<file path="config.mk">
export PLATFORM = sky130hd
export DESIGN_NAME = mem_port_arbiter
export DESIGN_NICKNAME = d
export VERILOG_FILES = /design/src/rtl/mem_port_arbiter.sv
export SDC_FILE = /design/constraint.sdc
export NUM_CORES = 1
export LEC_CHECK = 0
export ABC_AREA = 1
export CAP_MARGIN = 20
export CELL_PAD_IN_SITES_DETAIL_PLACEMENT = 0
export CELL_PAD_IN_SITES_GLOBAL_PLACEMENT = 1
export CORE_MARGIN = 2
export CORE_UTILIZATION = 29
export DETAILED_ROUTE_END_ITERATION = 16
export PLACE_DENSITY = 0.88
export SYNTH_ARGS = -nofsm -noshare
export SYNTH_HDL_FRONTEND = slang
export SYNTH_SLANG_ARGS = --single-unit
export TNS_END_PERCENT = 50
</file>
<file path="constraint.sdc">
create_clock -name clk -period 3.1 [get_ports clk]
set_clock_uncertainty 0.1 [all_clocks]
set_input_delay 0.465 -clock clk [delete_from_list [all_inputs] [get_ports clk]]
set_output_delay 0.465 -clock clk [all_outputs]
set_load 0.02 [all_outputs]
</file>
<file path="src/rtl/mem_port_arbiter.sv">
// Purpose: shares one data-memory port between fetch, load/store and stack requesters.
// Latency: req sampled at edge N, strobe in the following cycle, ack pulses MEM_LATENCY edges later.
// Backpressure: one access in flight; requests are only sampled in IDLE and must be held until ack.
// Optional feature macro: MEM_ARB_ROUND_ROBIN_EN (rotating priority instead of stack > data > fetch).
module mem_port_arbiter #(
   parameter int ADDR_W      = 10,
   parameter int DATA_W      = 20,
   parameter int MEM_LATENCY = 1
) (
   input  logic              clk,
   input  logic              rst,
   input  logic              f_req,
   input  logic [ADDR_W-1:0] f_addr,
   output logic              f_ack,
   input  logic              d_req,
   input  logic              d_we,
   input  logic [ADDR_W-1:0] d_addr,
   input  logic [DATA_W-1:0] d_wdata,
   output logic              d_ack,
   input  logic              s_req,
   input  logic              s_we,
   input  logic [ADDR_W-1:0] s_addr,
   input  logic [DATA_W-1:0] s_wdata,
   output logic              s_ack,
   output logic [DATA_W-1:0] rdata,
   output logic [ADDR_W-1:0] mem_addr,
   output logic [DATA_W-1:0] mem_wdata,
   output logic              mem_read,
   output logic              mem_write,
   input  logic [DATA_W-1:0] mem_rdata,
   output logic              busy
);

   localparam logic [0:0] ST_IDLE   = 1'b0;
   localparam logic [0:0] ST_ACCESS = 1'b1;

   localparam logic [1:0] OWN_NONE = 2'd0;
   localparam logic [1:0] OWN_F    = 2'd1;
   localparam logic [1:0] OWN_D    = 2'd2;
   localparam logic [1:0] OWN_S    = 2'd3;

   localparam logic [2:0] LAT_INIT = 3'(MEM_LATENCY);

   // The latency counter is 3 bits wide, so anything outside 1..7 cannot be represented.
   generate
      if (MEM_LATENCY < 1 || MEM_LATENCY > 7) begin : g_bad_latency
         $error("mem_port_arbiter: MEM_LATENCY must be in 1..7");
      end
   endgenerate

   logic [0:0]        state;
   logic [1:0]        owner;
   logic [2:0]        cnt;
   logic              cur_we;

   logic              any_req;
   logic              grant;
   logic              last_edge;
   logic [1:0]        win_sel;
   logic              win_we;
   logic [ADDR_W-1:0] win_addr;
   logic [DATA_W-1:0] win_wdata;

   assign any_req   = f_req | d_req | s_req;
   assign grant     = (state == ST_IDLE) && any_req;
   assign last_edge = (state == ST_ACCESS) && (cnt == 3'd1);
   assign busy      = (state != ST_IDLE);

`ifdef MEM_ARB_ROUND_ROBIN_EN
   // rr_ptr names the requester with highest priority for the next grant.
   logic [1:0] rr_ptr;

   // Rotating choice: scan fetch -> data -> stack starting at rr_ptr.
   always_comb begin
      win_sel = OWN_NONE;
      case (rr_ptr)
         OWN_D: begin
            if (d_req)      win_sel = OWN_D;
            else if (s_req) win_sel = OWN_S;
            else if (f_req) win_sel = OWN_F;
         end
         OWN_S: begin
            if (s_req)      win_sel = OWN_S;
            else if (f_req) win_sel = OWN_F;
            else if (d_req) win_sel = OWN_D;
         end
         default: begin
            if (f_req)      win_sel = OWN_F;
            else if (d_req) win_sel = OWN_D;
            else if (s_req) win_sel = OWN_S;
         end
      endcase
   end

   // Move the pointer to the requester after the winner on every grant.
   always_ff @(posedge clk or posedge rst) begin
      if (rst) begin
         rr_ptr <= OWN_F;
      end else if (grant) begin
         case (win_sel)
            OWN_F:   rr_ptr <= OWN_D;
            OWN_D:   rr_ptr <= OWN_S;
            default: rr_ptr <= OWN_F;
         endcase
      end
   end
`else
   // Fixed priority: a stack op always beats a load/store, which beats a fetch.
   always_comb begin
      win_sel = OWN_NONE;
      if (s_req)      win_sel = OWN_S;
      else if (d_req) win_sel = OWN_D;
      else if (f_req) win_sel = OWN_F;
   end
`endif

   // Steer the winner's address, direction and write data; fetch is always a read.
   always_comb begin
      win_addr  = '0;
      win_wdata = '0;
      win_we    = 1'b0;
      case (win_sel)
         OWN_F: begin
            win_addr = f_addr;
         end
         OWN_D: begin
            win_addr  = d_addr;
            win_wdata = d_wdata;
            win_we    = d_we;
         end
         OWN_S: begin
            win_addr  = s_addr;
            win_wdata = s_wdata;
            win_we    = s_we;
         end
         default: ;
      endcase
   end

   // Issue/wait state machine: IDLE grants, ACCESS counts down the memory latency.
   always_ff @(posedge clk or posedge rst) begin
      if (rst) begin
         state <= ST_IDLE;
         owner <= OWN_NONE;
         cnt   <= 3'd0;
      end else begin
         case (state)
            ST_IDLE: begin
               if (any_req) begin
                  state <= ST_ACCESS;
                  owner <= win_sel;
                  cnt   <= LAT_INIT;
               end
            end
            ST_ACCESS: begin
               cnt <= cnt - 3'd1;
               if (cnt == 3'd1) begin
                  state <= ST_IDLE;
                  owner <= OWN_NONE;
               end
            end
            default: begin
               state <= ST_IDLE;
               owner <= OWN_NONE;
               cnt   <= 3'd0;
            end
         endcase
      end
   end

   // Capture the granted request once; address and data stay put for the whole access.
   always_ff @(posedge clk or posedge rst) begin
      if (rst) begin
         mem_addr  <= '0;
         mem_wdata <= '0;
         cur_we    <= 1'b0;
      end else if (grant) begin
         mem_addr  <= win_addr;
         mem_wdata <= win_wdata;
         cur_we    <= win_we;
      end
   end

   // Strobes are high only in the first ACCESS cycle, i.e. the cycle right after the grant.
   always_ff @(posedge clk or posedge rst) begin
      if (rst) begin
         mem_read  <= 1'b0;
         mem_write <= 1'b0;
      end else begin
         mem_read  <= grant & ~win_we;
         mem_write <= grant &  win_we;
      end
   end

   // Completion: one-cycle ack to the owner; read data is registered, writes leave rdata alone.
   always_ff @(posedge clk or posedge rst) begin
      if (rst) begin
         f_ack <= 1'b0;
         d_ack <= 1'b0;
         s_ack <= 1'b0;
         rdata <= '0;
      end else begin
         f_ack <= last_edge && (owner == OWN_F);
         d_ack <= last_edge && (owner == OWN_D);
         s_ack <= last_edge && (owner == OWN_S);
         if (last_edge && !cur_we) begin
            rdata <= mem_rdata;
         end
      end
   end

endmodule

</file>
# == After elaboration in Yosys (flattened, before gate mapping) ==
# Cells that the tools add are included.
# op_classes
bitwise_logic,6
n_eq_ne,9
n_reduce_logical,8
n_addsub,1
muxes,14
# op_table
operator,n
case mux 20 bit (2 select lines),1
case mux 10 bit (3 select lines),1
equality test 2 bit (second input constant),4
2-to-1 mux 2 bit,4
logical AND 1 bit,6
case mux 3 bit (2 select lines),1
equality test 2 x 1 -> 1 bit (second input constant),2
case mux 1 bit (2 select lines),2
case mux 2 bit (2 select lines),1
equality test 3 x 1 -> 1 bit (second input constant),1
2-to-1 mux 1 bit,3
2-to-1 mux 3 bit,1
subtractor 3 x 1 -> 3 bit (second input constant),1
AND 1 bit,2
inequality test 2 x 1 -> 1 bit (second input constant),1
inequality test 2 bit (second input constant),1
NOT 1 bit,2
OR 1 bit,2
AND reduction 2 bit,1
logical NOT 1 bit,1
# totals
in_bits,97
ff_bits,62
word_cells,50
out_inout_bits,56

# == Depth between registers and ports, before layout ==
# Gate-level depths: netlist of the first run.
# depth
word_depth,7
depth_mapped,7
ltp_nobuf,6

# == Least setup slack after synthesis of the first run ==
# Ideal clock, no wire load.
# synth_path
path_kind,in2reg
from,in s_req
to,reg mem_addr[0]
cell_stages,7
n_path_buf,2
arrival_time_ps,1151
required_ps,2935
setup_time_ps,65
slack_ps,1784
path_cell_list,buf_6 -> inv_2 -> nand2_2 -> o21ai_4 -> buf_6 -> nand2_1 -> nand2_1
# synth_via
elab_chain_len,3
elab_cells_between_ends,7
cone_classes,eq/ne: 3; mux: 2; bitwise: 1; reduce/logical: 1
# synth_rtl
item,line,source
start: declaration,20,"input logic s_req,"
2-to-1 mux 2 bit,111,if (s_req) win_sel = OWN_S;
equality test 2 bit / equality test 2 x 1 -> 1 bit (equally long branches),122,case (win_sel)
case mux 10 bit (3 select lines),122,
end signal: assignment,178,mem_addr <= win_addr;
end: declaration,26,"output logic [ADDR_W-1:0] mem_addr,"
# Parallel ways exist; a longest one is shown, timed or not.
# A chain may end at the register's enable or synchronous reset.

# == Worst setup path after layout of the first run ==
# layout_path
from,in s_req
to,reg mem_wdata[15]
# layout_via
elab_chain_len,3
elab_cells_between_ends,6
cone_classes,eq/ne: 2; mux: 2; bitwise: 1; reduce/logical: 1
# layout_rtl
item,line,source
2-to-1 mux 2 bit,111,
equality test 2 bit,122,
case mux 20 bit (2 select lines),122,
end signal: assignment,179,mem_wdata <= win_wdata;
end: declaration,27,"output logic [DATA_W-1:0] mem_wdata,"
# Parallel ways exist; a longest one is shown, timed or not.

==> impl_summary.md, run 1 <==
Run
The number of violations of the max-capacitance limit is 0.

STA
Of the available clock period, the critical path in the final layout requires between 70% and 80%. The setup TNS after final layout is 0 ns. The tightest hold path in the finished design has a slack of ~0.36 ns. The number of hold violations in the final report is 0. The normalized max-slew margin is slightly below 60%. The pin slew with the least headroom to its limit is between 0.6 and 0.7 ns. The worst path in the final design needs a cycle of around 2.2 ns, including I/O delays and setup. Based on the critical path, the design can be clocked at up to about 450 MHz. The final-report setup violation count is 0. Setup repair after global routing left no endpoint under its margin. The max-slew violation count came to 0.

Die
For this configuration, the core starts out at a cell density of 29.8%. The floorplan step defined a core boundary enclosing between 9000 and 10000 um^2. The die extent in x is about 100 um.

The die is ~100 um tall. between 150 and 200 I/O pins were placed. The cell row count is 36. The die area is 10900 um^2.

Synth
The cell accounting for the most synthesized area is sky130_fd_sc_hd__dfrtp_1. After synthesis the netlist holds a flip-flop and latch count of between 60 and 70. The number of nets in the synthesized netlist is between 400 and 500. The cell area after synthesis is between 2000 and 3000 um^2. The sequential share of the synthesized area is 53.3%.

After synthesis, the netlist uses 20 different library cells. The instance count of the mapped netlist is 378. The count of yosys warnings during synthesis is 0. The mean cell area of the mapped netlist is 7.70 um^2. The share of synthesized area in the top cell type comes to 53.3%. Ranked by total cell area, the synthesized netlist is headed by sky130_fd_sc_hd__dfrtp_1 53%, sky130_fd_sc_hd__nand2_1 27%, sky130_fd_sc_hd__nand3_1 5.7%.

Drt
In the routed design, unresolved DRC markers number 0. The count of nets left with antenna violations after detail routing is 0. After detailed routing, the total wire length is between 8 and 9 mm. The overall via count from detail_route is just under 3000. After detailed routing, the average wire length per cell comes to about 12 um. For this block, the initial DRC count from the detailed router was 74. The detailed-router iteration count before antenna repair is 5.

The vias per cell is 4.36.

Clocking
The number of buffers created by CTS is 9. Clock-pin slew was measured on the worst setup and hold paths at around 0.060 ns. The post-CTS setup-driven buffer insertion count is 0. The clock latency at the later pin of the worst-skew pair is between 0.3 and 0.4 ns.

The tree built by TritonCTS fans out to 62 sinks. The H-tree depth reported by CTS is 3. The TritonCTS clock tree is built. The count of hold buffers inserted by post-cts repair is 0. The maximum root-to-sink buffer count is 2.

The post-CTS resize count is 0. In this run the clock root is driven by a sky130_fd_sc_hd__clkbuf_8.

Power and ir drop
Per report_power, the clock group accounts for roughly 15% of the total. The sequential cell fraction of total power is approximately a third. Of the total power, combinational logic draws ~51%. Summed over all cells, the static leakage comes to between 0.002 and 0.0025 uW. Cell internal power was estimated by the tool at ~2500 uW. The fraction of power spent switching nets is about two fifths. The net switching component of the power is ~1600 uW. The power per standard cell area is between 800 and 900 nW/um^2. The largest voltage drop on the vdd net is 0.000392 V.

Worst setup path
At the worst endpoint, the arrival time is 2.31 ns. The maximum net fanout on the critical path is 30. The worst setup path is launched from an input port. The path type of the worst setup path is in2reg. The required time of the critical path is around 3.2 ns. The critical path capture point type is a flip-flop.

Global routing
After global routing, the most crowded layer is met2. Entering global routing, the biggest net connects 31 pins. Global routing consumed, on the met3 layer, about 3.8% of the routing resources.

The number of antenna violations at the first check in global routing came to 0. The met2 usage in global routing is between 20% and 30%. The total overflow reported by the global router is 0. The first global-routing pass estimated 13.4 mm of wire. The via count of the first global-routing pass is between 2000 and 3000. Global routing consumed, on the met1 layer, between 10% and 20% of the routing resources. Global routing used roughly 15% of the available tracks.

Place
The HPWL after detailed placement is 6.35 mm. The number of cells in the design after placement is 652. After detailed placement, the total cell area comes to approximately 4600 um^2. The total of buffers placed on input and output ports is 152. At the end of routability-driven placement, the weighted congestion stood at around 0.8.

Final layout
The finished cells cover between 4000 and 5000 um^2. Excluding fillers, the count of instances in the completed layout stands at around 670. The net count of the finished layout is roughly 630. Once layout is complete, the utilization of the core stands at just under 50%.

The fill cell total of the finished layout is around 970. Cells with a size suffix above 1 make up under 10% of the layout. The area growth from synthesis to layout is 62.6%. The repair_antennas step left the layout with diodes totalling 0.

Min path
The type of the worst min-delay path is reg2reg.

Status
The flow ran to the end, and the final reports show no timing, DRC or antenna violations.
[synth_stat cells]
cell / number
sky130_fd_sc_hd__a21oi_1: 1
sky130_fd_sc_hd__and2_1: 1
sky130_fd_sc_hd__buf_2: 10
sky130_fd_sc_hd__buf_6: 4
sky130_fd_sc_hd__clkbuf_1: 8
sky130_fd_sc_hd__dfrtp_1: 62
sky130_fd_sc_hd__ha_1: 2
sky130_fd_sc_hd__inv_1: 9
sky130_fd_sc_hd__inv_2: 2
sky130_fd_sc_hd__nand2_1: 211
sky130_fd_sc_hd__nand2_2: 1
sky130_fd_sc_hd__nand3_1: 33
sky130_fd_sc_hd__nand3_2: 1
sky130_fd_sc_hd__nor2_1: 2
sky130_fd_sc_hd__nor2_2: 2
sky130_fd_sc_hd__nor3_1: 3
sky130_fd_sc_hd__o21ai_0: 22
sky130_fd_sc_hd__o21ai_4: 1
sky130_fd_sc_hd__o22ai_1: 2
sky130_fd_sc_hd__xnor2_1: 1
[critical path: stages]
cell	delay, ns
sky130_fd_sc_hd__clkdlybuf4s50_1	0.61
sky130_fd_sc_hd__buf_4	0.29
sky130_fd_sc_hd__nor2_2	0.44
sky130_fd_sc_hd__a21oi_2	0.10
sky130_fd_sc_hd__buf_4	0.25
sky130_fd_sc_hd__nand2_1	0.09
sky130_fd_sc_hd__nand2_1	0.06
[layer usage]
| layer | vias to the layer above | share of wire [%] | wire length [um] |
|---|---|---|---|
| met2 | 102 | 47 | 3900 |
| li1 | 1478 | - | - |
| met3 | 9 | 6.2 | 513 |
| met1 | 1313 | 45 | 3730 |
| met5 | - | 0 | 0 |
| met4 | 0 | 0.92 | 76 |
[layout by cell type (no fill, tap or decap), drive strengths merged]
cell | Yosys | routed
inv | 11 | 11
o22ai | 2 | 2
a21oi | 1 | 1
dfrtp | 62 | 62
ha | 2 | 2
and2 | 1 | 1
nand2 | 212 | 212
o21ai | 23 | 23
buf | 14 | 11
clkbuf | 8 | 12
nor2 | 4 | 4
nand3 | 34 | 34
nor3 | 3 | 3
clkinv | 0 | 1
clkdlybuf4s50 | 0 | 152
xnor2 | 1 | 1
bufinv | 0 | 1
[through the flow]
step | total power, uW | setup slack (ns)
after global routing | 4460 | 0.840
after CTS | 4200 | 0.935
after floorplan | 2520 | 0.994
after detailed placement | 3550 | 0.611
after global placement | 3480 | 0.675
final | 4140 | 0.899
[sequential cells by signal, summed over array words and instances, names as in the netlist]
name and count:
busy 1, cnt 3, cur_we 1, d_ack 1, f_ack 1, mem_addr 10
mem_read 1, mem_wdata 20, mem_write 1, owner 2, rdata 20, s_ack 1
[path summary, 6_finish.rpt]
path / slack, ns / depth (start not counted) / start / to
min: 0.36 / 2 / mem_wdata[13]$_DFFE_PP0P_ / mem_wdata[13]$_DFFE_PP0P_
max in group asynchronous: 1.77 / 3 / rst / rdata[2]$_DFFE_PP0P_
min in group asynchronous: 0.45 / 2 / rst / mem_addr[4]$_DFFE_PP0P_
min reg2reg: 0.36 / 2 / mem_wdata[13]$_DFFE_PP0P_ / mem_wdata[13]$_DFFE_PP0P_
max: 0.90 / 7 / s_req / mem_wdata[15]$_DFFE_PP0P_
max reg2reg: 1.39 / 7 / cnt[1]$_DFFE_PP0P_ / rdata[12]$_DFFE_PP0P_
[cell families (layout without fill, tap and decap cells)]
group / Yosys count / count (layout) / synth area share [%]
AOI/OAI and AO/OA: 26 / 26 / 4.94
adders and majority gates: 2 / 2 / 0.860
DFF: 62 / 62 / 53.3
buffers and inverters: 33 / 188 / 5.72
xor gates and xnor gates: 1 / 1 / 0.301
and+or+nand+nor: 254 / 254 / 34.9
[power by group through the flow]
stage          Sequential [uW]  Clock [uW]  Combinational (uW)
3_3_place_gp              1400           0                2080
4_1_cts                   1410         659                2140
5_1_grt                   1450         701                2310
3_5_place_dp              1410           0                2140
2_1_floorplan             1800           0                 727
6_report                  1400         637                2100
[area by class of cell]
cell class	instances	area (um^2)	area share [%]
flip-flops and latches	62	1550	32.8
clock inverters	2	35.0	0.740
clock buffers	12	135	2.85
inverters	11	41.3	0.872
well taps	133	166	3.52
multi-input cells	283	1200	25.3
repair buffers	163	1610	34.0
Power figures use the tool's default switching activity.
==> inputs of run 2 (changes only) <==
--- a/config.mk
+++ b/config.mk
@@ -10,9 +10,9 @@
 export CELL_PAD_IN_SITES_DETAIL_PLACEMENT = 0
 export CELL_PAD_IN_SITES_GLOBAL_PLACEMENT = 1
 export CORE_MARGIN = 2
-export CORE_UTILIZATION = 29
+export CORE_UTILIZATION = 27
 export DETAILED_ROUTE_END_ITERATION = 16
-export PLACE_DENSITY = 0.88
+export PLACE_DENSITY = 0.83
 export SYNTH_ARGS = -nofsm -noshare
 export SYNTH_HDL_FRONTEND = slang
 export SYNTH_SLANG_ARGS = --single-unit
==> constraint.sdc (replaced) <==
create_clock -name clk -period 2.2 [get_ports clk]
set_clock_uncertainty 0.1 [all_clocks]
set_input_delay 0.33 -clock clk [delete_from_list [all_inputs] [get_ports clk]]
set_output_delay 0.33 -clock clk [all_outputs]
set_load 0.02 [all_outputs]
==> impl_summary.md, run 2 (synthesis gave the netlist of run 1 again) <==
Die
The cell row count is 37 (+2.8%). The die extent in x is 108 um (+3.5%). The area inside the core boundary is 10400 um^2 (+6.6%). The die boundary height is 108 um (+3.5%).

The initial standard-cell utilization of the core is 27.9% (-1.8 points). The die area is 11600 um^2 (+7.1%). The number of top-level pins is 153 (unchanged).

Clocking
The count of hold buffers inserted by post-cts repair is 0 (unchanged). The H-tree depth reported by CTS is 3 (unchanged). The TritonCTS clock tree is built. The clock edge transition at the registers on the reported setup and hold paths is 0.07 ns (about the same).

The post-CTS resize count came to 0 (unchanged). The post-CTS setup-driven buffer insertion count is 0 (unchanged). The number of buffers created by CTS is 9 (unchanged). The clock sink total is 62 (unchanged). The clock latency at the later pin of the worst-skew pair is 0.33 ns (about the same).

The tree is rooted in a sky130_fd_sc_hd__clkbuf_8. The maximum root-to-sink buffer count is 2 (unchanged).

Final layout
The final core area utilization is 45.9% (-2.5 points). The most common cell after layout, fill and taps aside is sky130_fd_sc_hd__nand2_1. The area growth from synthesis to layout is 64.3%. The combined flip-flop and latch cell area is 1550 um^2 (unchanged). The number of inserted diodes was 0 (unchanged). In the final layout, the registers with the most flip-flops are mem_wdata (20), rdata (20), mem_addr (10).

The layout cell share with drive strength beyond 1 is 6.69% (+0.88 points). The area used by multi-input combinational logic is 1200 um^2 (unchanged). The count of non-filler cells in the finished layout is 674 (+1.2%). The total number of nets in the final design is 632 (+0.48%).

The fill cell total of the finished layout came to 1064 (+10%). In the layout the commonest cells are 211 x sky130_fd_sc_hd__nand2_1, 152 x sky130_fd_sc_hd__clkdlybuf4s50_1, 62 x sky130_fd_sc_hd__dfrtp_1.

Drt
The average wire per standard cell came to 12.7 um (+3.3%). The post-route DRC violation count is 0 (unchanged). The overall via count from detail_route is 2955 (+1.8%). The total routed wirelength is 8.59 mm (+4.5%).

The initial detailed-routing violation count is 96 (+30%). The detailed-router iteration count before antenna repair was 4 (-1). The count of nets left with antenna violations after detail routing is 0 (unchanged).

The vias per cell is 4.38 (+0.62%).

Power and ir drop
The largest voltage drop on the vdd net is 0.000453 V (+16%). The leakage power is 0.00231 uW (+0.99%). The power per standard cell area was 1230 nW/um^2 (+41%).

Worst setup path
On the critical path the largest part of the delay comes from buffers and inverters. The required time of the critical path came to 1.77 ns (-1.44 ns). The critical path capture point type is a primary output. The slowest cell on the critical path is sky130_fd_sc_hd__clkdlybuf4s50_1. Traced cell by cell, the critical path runs through clkdlybuf4s50_1. The total number of cells along the worst setup path is 1 (-6). The biggest cell delay along the critical path is 0.68 ns (+0.07 ns).

The maximum net fanout on the critical path was 5 (-83%). The nature of the critical path startpoint is a flip-flop. The number of cells on the worst reg-to-reg path is 7 (unchanged). The path type of the worst setup path is reg2out. The data arrival time of the critical path is 1.47 ns (-0.84 ns). The count of buffer and inverter cells on the critical path is 1 (-2).

STA
Setup repair after global routing left no endpoint under its margin. Subtracting the final worst setup slack from the clock period gives around 1.9 ns. The max-slew violation count is 0 (unchanged). The setup TNS after final layout is 0 ns (unchanged). The number of hold violations in the final report came to 0 (unchanged). The normalized max-slew margin is 59.5% (+1.1 points). The final clock period utilization by the worst path is between 80 and 90%.

The pin slew with the least headroom to its limit was 0.607 ns (-0.0147 ns). The final-report setup violation count was 0 (unchanged). The achievable frequency is around 530 MHz.

Place
The total of buffers placed on input and output ports was 152 (unchanged). The final weighted congestion of routability-driven global placement is 0.759 (-3.5%). The number of cells in the design after placement is 658 (+0.92%). The HPWL after detailed placement is 6.69 mm (+5.4%).

Global routing
The total overflow reported by the global router was 0 (unchanged). The pin count of the biggest net entering global routing was 44 (+42%). The first-pass GRT wire length came to 13.9 mm (+3.4%). The via count of the first global-routing pass is 2965 (+3.1%). The global-route usage over all layers came to 15.4% (+0.059 points). The number of antenna violations at the first check in global routing is 0 (unchanged).

Min path
The type of the worst min-delay path is in2async.

Status
The run finished with clean final reports.

Run
The number of violations of the max-capacitance limit was 0 (unchanged).
## run 2: cell types whose count changed in the layout (fill, tap and decap cells not counted)
| cell | before | now |
|---|---|---|
| sky130_fd_sc_hd__buf_12 | 0 | 1 |
| sky130_fd_sc_hd__buf_4 | 10 | 13 |
| sky130_fd_sc_hd__buf_6 | 1 | 0 |
| sky130_fd_sc_hd__clkinv_2 | 1 | 2 |
| sky130_fd_sc_hd__clkinvlp_4 | 0 | 1 |
## run 2: worst paths after layout
check,from,slack [ns],to
setup reg to reg,cnt[1]$_DFFE_PP0P_,0.59,rdata[17]$_DFFE_PP0P_
min in group clk,mem_wdata[15]$_DFFE_PP0P_,0.38,mem_wdata[15]$_DFFE_PP0P_
max in group asynchronous,rst,1.19,mem_addr[2]$_DFFE_PP0P_
setup / recovery,busy$_DFF_PP0_,0.30,busy
hold / removal,rst,0.24,mem_wdata[4]$_DFFE_PP0P_
hold reg to reg,mem_wdata[15]$_DFFE_PP0P_,0.38,mem_wdata[15]$_DFFE_PP0P_
## run 2: where the power goes
part	switching (uW)	internal, uW
clock network	422	521
logic	1580	1350
registers	345	1680
## run 2: metrics by stage
stage	setup slack (ns)	instance area (um^2)	total power, uW	hold WS (ns)
final	0.298	4780	5890	0.235
after global routing	0.247	4780	6380	0.253
after CTS	0.286	4780	6000	0.236
after detailed placement	0.380	4600	5030	0.364
after global placement	0.416	4600	4950	0.354
after floorplan	0.229	2910	3560	0.331
## run 2: layout make-up
| class | count | share of cell area, % |
|---|---|---|
| clock buffer | 12 | 2.83 |
| clock inverter | 4 | 0.995 |
| inverter | 11 | 0.864 |
| multi-input combinational | 283 | 25.0 |
| sequential | 62 | 32.5 |
| tap | 136 | 3.56 |
| timing repair buffer | 166 | 34.3 |
## run 2: worst register-to-register path, delay by kind of cell (launching register included)
kind                     cells  cell delay [ns]
adder cells (fa/ha/maj)      1             0.17
AND/OR/NAND/NOR              4             0.58
flip-flops                   1             0.36
buffers and inverters        2             0.35
## run 2: per-layer routing
metal / vias to the layer above / share of wire [%] / GRT usage, % / wire length, um
li1: 1486 / - / - / -
met1: 1350 / 41 / 17.9 / 3550
met2: 104 / 50 / 26.5 / 4260
met3: 15 / 6.8 / 3.69 / 588
met4: 0 / 2.3 / 7.51 / 199
met5: - / 0 / 0 / 0
==> inputs of run 3 (changes only) <==
--- a/config.mk
+++ b/config.mk
@@ -9,7 +9,7 @@
 export CAP_MARGIN = 20
 export CELL_PAD_IN_SITES_DETAIL_PLACEMENT = 0
 export CELL_PAD_IN_SITES_GLOBAL_PLACEMENT = 1
-export CORE_MARGIN = 2
+export CORE_MARGIN = 4
 export CORE_UTILIZATION = 27
 export DETAILED_ROUTE_END_ITERATION = 16
 export PLACE_DENSITY = 0.83
==> impl_summary.md, run 3 (synthesis gave the netlist of run 1 again) <==
Worst setup path
The required time of the critical path is 1.77 ns (about the same). The endpoint of the lowest-slack register-to-register path is rdata[9]$_DFFE_PP0P_. The maximum net fanout on the critical path is 5 (unchanged). The worst flop-to-flop path startpoint is cnt[1]$_DFFE_PP0P_.

On the critical path the largest part of the delay comes from buffers and inverters. The slack of the worst reg-to-reg path came to 0.62 ns (+0.03 ns). The critical path capture point type is a primary output. The slowest stage of the critical path is the sky130_fd_sc_hd__clkdlybuf4s50_1 cell. The nature of the critical path startpoint is a flip-flop. The biggest cell delay along the critical path is 0.68 ns (about the same). The number of cells on the worst reg-to-reg path came to 6 (-1). The signal on the critical path passes through clkdlybuf4s50_1. The data arrival time of the critical path came to 1.44 ns (-0.03 ns). The path type of the worst setup path is reg2out. The count of buffer and inverter cells on the critical path was 1 (unchanged).

Global routing
The global-route usage over all layers came to 15.0% (-0.43 points). The total overflow reported by the global router came to 0 (unchanged). The via count of the first global-routing pass is 3095 (+4.4%). The number of antenna violations at the first check in global routing was 0 (unchanged). The pin count of the biggest net entering global routing is 63 (+43%).

The first-pass GRT wire length is 15.4 mm (+11%).

Die
The die boundary height is 112 um (+3.7%). The cell row count is 37 (unchanged). The die area is 12500 um^2 (+7.6%). The die extent in x is 112 um (+3.7%). The initial standard-cell utilization of the core is 27.9% (unchanged).

The area inside the core boundary is 10400 um^2 (unchanged). The number of top-level pins came to 153 (unchanged).

Place
The total of buffers placed on input and output ports is 152 (unchanged). The final weighted congestion of routability-driven global placement is 0.764 (+0.63%). The number of cells in the design after placement came to 658 (unchanged). The HPWL after detailed placement is 6.95 mm (+3.8%).

Run
The number of violations of the max-capacitance limit is 0 (unchanged).

STA
The normalized max-slew margin is 46.9% (-13 points). The pin slew with the least headroom to its limit came to 0.795 ns (+0.188 ns). The final-report setup violation count came to 0 (unchanged). The achievable frequency is 534 MHz (+1.5%). The worst slack on hold paths is 0.287 ns (+0.0521 ns). Setup repair after global routing left no endpoint under its margin. The setup TNS after final layout is 0 ns (unchanged).

The clock period minus final worst setup slack was 1.87 ns (-0.0277 ns). The number of hold violations in the final report is 0 (unchanged). The max-slew violation count was 0 (unchanged).

The final clock period utilization by the worst path is 85.2% (-1.3 points).

Drt
The total routed wirelength is 9.07 mm (+5.6%). The vias per cell is 4.34 (-0.91%). The detailed-router iteration count before antenna repair is 4 (unchanged).

The post-route DRC violation count is 0 (unchanged). The average wire per standard cell is 13.5 um (+5.6%). The overall via count from detail_route is 2928 (-0.91%). The initial detailed-routing violation count came to 129 (+34%). The count of nets left with antenna violations after detail routing is 0 (unchanged).

Clocking
The clock latency at the later pin of the worst-skew pair is 0.32 ns (about the same). The H-tree depth reported by CTS came to 3 (unchanged). The clock edge transition at the registers on the reported setup and hold paths is 0.07 ns (about the same).

The count of hold buffers inserted by post-cts repair is 0 (unchanged). The TritonCTS clock tree is built. The clock root buffer master is sky130_fd_sc_hd__clkbuf_8. The number of buffers created by CTS is 9 (unchanged).

The post-CTS resize count is 0 (unchanged). The maximum root-to-sink buffer count is 2 (unchanged). The clock sink total is 62 (unchanged). The post-CTS setup-driven buffer insertion count is 0 (unchanged).

Final layout
The area growth from synthesis to layout is 65.4%. The count of non-filler cells in the finished layout is 674 (unchanged). The fill cell total of the finished layout came to 1039 (-2.3%). The library cell used most frequently in the layout, excluding fill and tap cells, is sky130_fd_sc_hd__nand2_1. The number of inserted diodes came to 0 (unchanged).

The total number of nets in the final design was 632 (unchanged). Leaving out fill and tap cells, the most frequent cells in the layout are 211 x sky130_fd_sc_hd__nand2_1, 152 x sky130_fd_sc_hd__clkdlybuf4s50_1, 62 x sky130_fd_sc_hd__dfrtp_1. The area used by multi-input combinational logic is 1200 um^2 (unchanged). The largest registers in the layout are mem_wdata (20), rdata (20), mem_addr (10).

The combined flip-flop and latch cell area is 1550 um^2 (unchanged). The layout cell share with drive strength beyond 1 was 6.88% (+0.19 points).

Min path
The worst hold path belongs to the class in2async.

Power and ir drop
The power per standard cell area is 1260 nW/um^2 (+2.6%). The leakage power was 0.00233 uW (+0.84%). The largest voltage drop on the vdd net came to 0.000475 V (+4.7%).

Status
The flow ran to the end, and the final reports show no timing, DRC or antenna violations.
==> run 3: area by class of cell <==
| cell class | instances | area share (%) |
|---|---|---|
| repair buffers | 166 | 34.1 |
| flip-flops and latches | 62 | 32.2 |
| multi-input cells | 283 | 24.9 |
| well taps | 136 | 3.54 |
| clock buffers | 12 | 3.02 |
| clock inverters | 4 | 1.46 |
| inverters | 11 | 0.858 |
==> run 3: worst reg2reg max path: cells and delay by family, from the launching register on <==
family,cells,cell delay (ns)
buf+inv,2,0.38
flops,1,0.36
simple gates,2,0.28
compound gates,1,0.18
fa+ha+maj,1,0.17
==> run 3: routing by layer <==
| metal | GRT usage, % | wire length [um] | vias up |
|---|---|---|---|
| li1 | - | - | 1486 |
| met1 | 18.6 | 3810 | 1337 |
| met2 | 24.8 | 4420 | 97 |
| met3 | 4.78 | 715 | 8 |
| met4 | 4.95 | 124 | 0 |
| met5 | 0 | 0 | - |
==> run 3: metrics by stage <==
| step | utilization, % | setup slack, ns | total power (uW) | cell area, um^2 |
|---|---|---|---|---|
| 3_5_place_dp | 44.1 | 0.119 | 5080 | 4600 |
| 6_report | 46.2 | 0.326 | 6090 | 4810 |
| 3_3_place_gp | 44.1 | 0.142 | 5000 | 4600 |
| 4_1_cts | 46.2 | 0.292 | 6190 | 4810 |
| 2_1_floorplan | - | 0.229 | 3560 | 2910 |
| 5_1_grt | 46.2 | 0.236 | 6560 | 4810 |
==> run 3: how the worst max path moves through the flow <==
| stage | startpoint | endpoint | depth (start not counted) |
|---|---|---|---|
| after CTS | busy$_DFF_PP0_ | busy | 1 |
| after floorplan | rst | busy$_DFF_PP0_ | 1 |
| after global placement | s_req | owner[0]$_DFFE_PP0P_ | 8 |
| after detailed placement | s_req | cur_we$_DFFE_PP0P_ | 8 |
| after global routing | busy$_DFF_PP0_ | busy | 1 |
| final | busy$_DFF_PP0_ | busy | 1 |
==> run 3: report_power, final <==
| part | internal [uW] | leakage [uW] | total (uW) | switching [uW] |
|---|---|---|---|---|
| clock | 667 | 0.000110 | 1080 | 414 |
| combinational | 1370 | 0.00143 | 2990 | 1620 |
| sequential | 1680 | 0.000782 | 2020 | 339 |
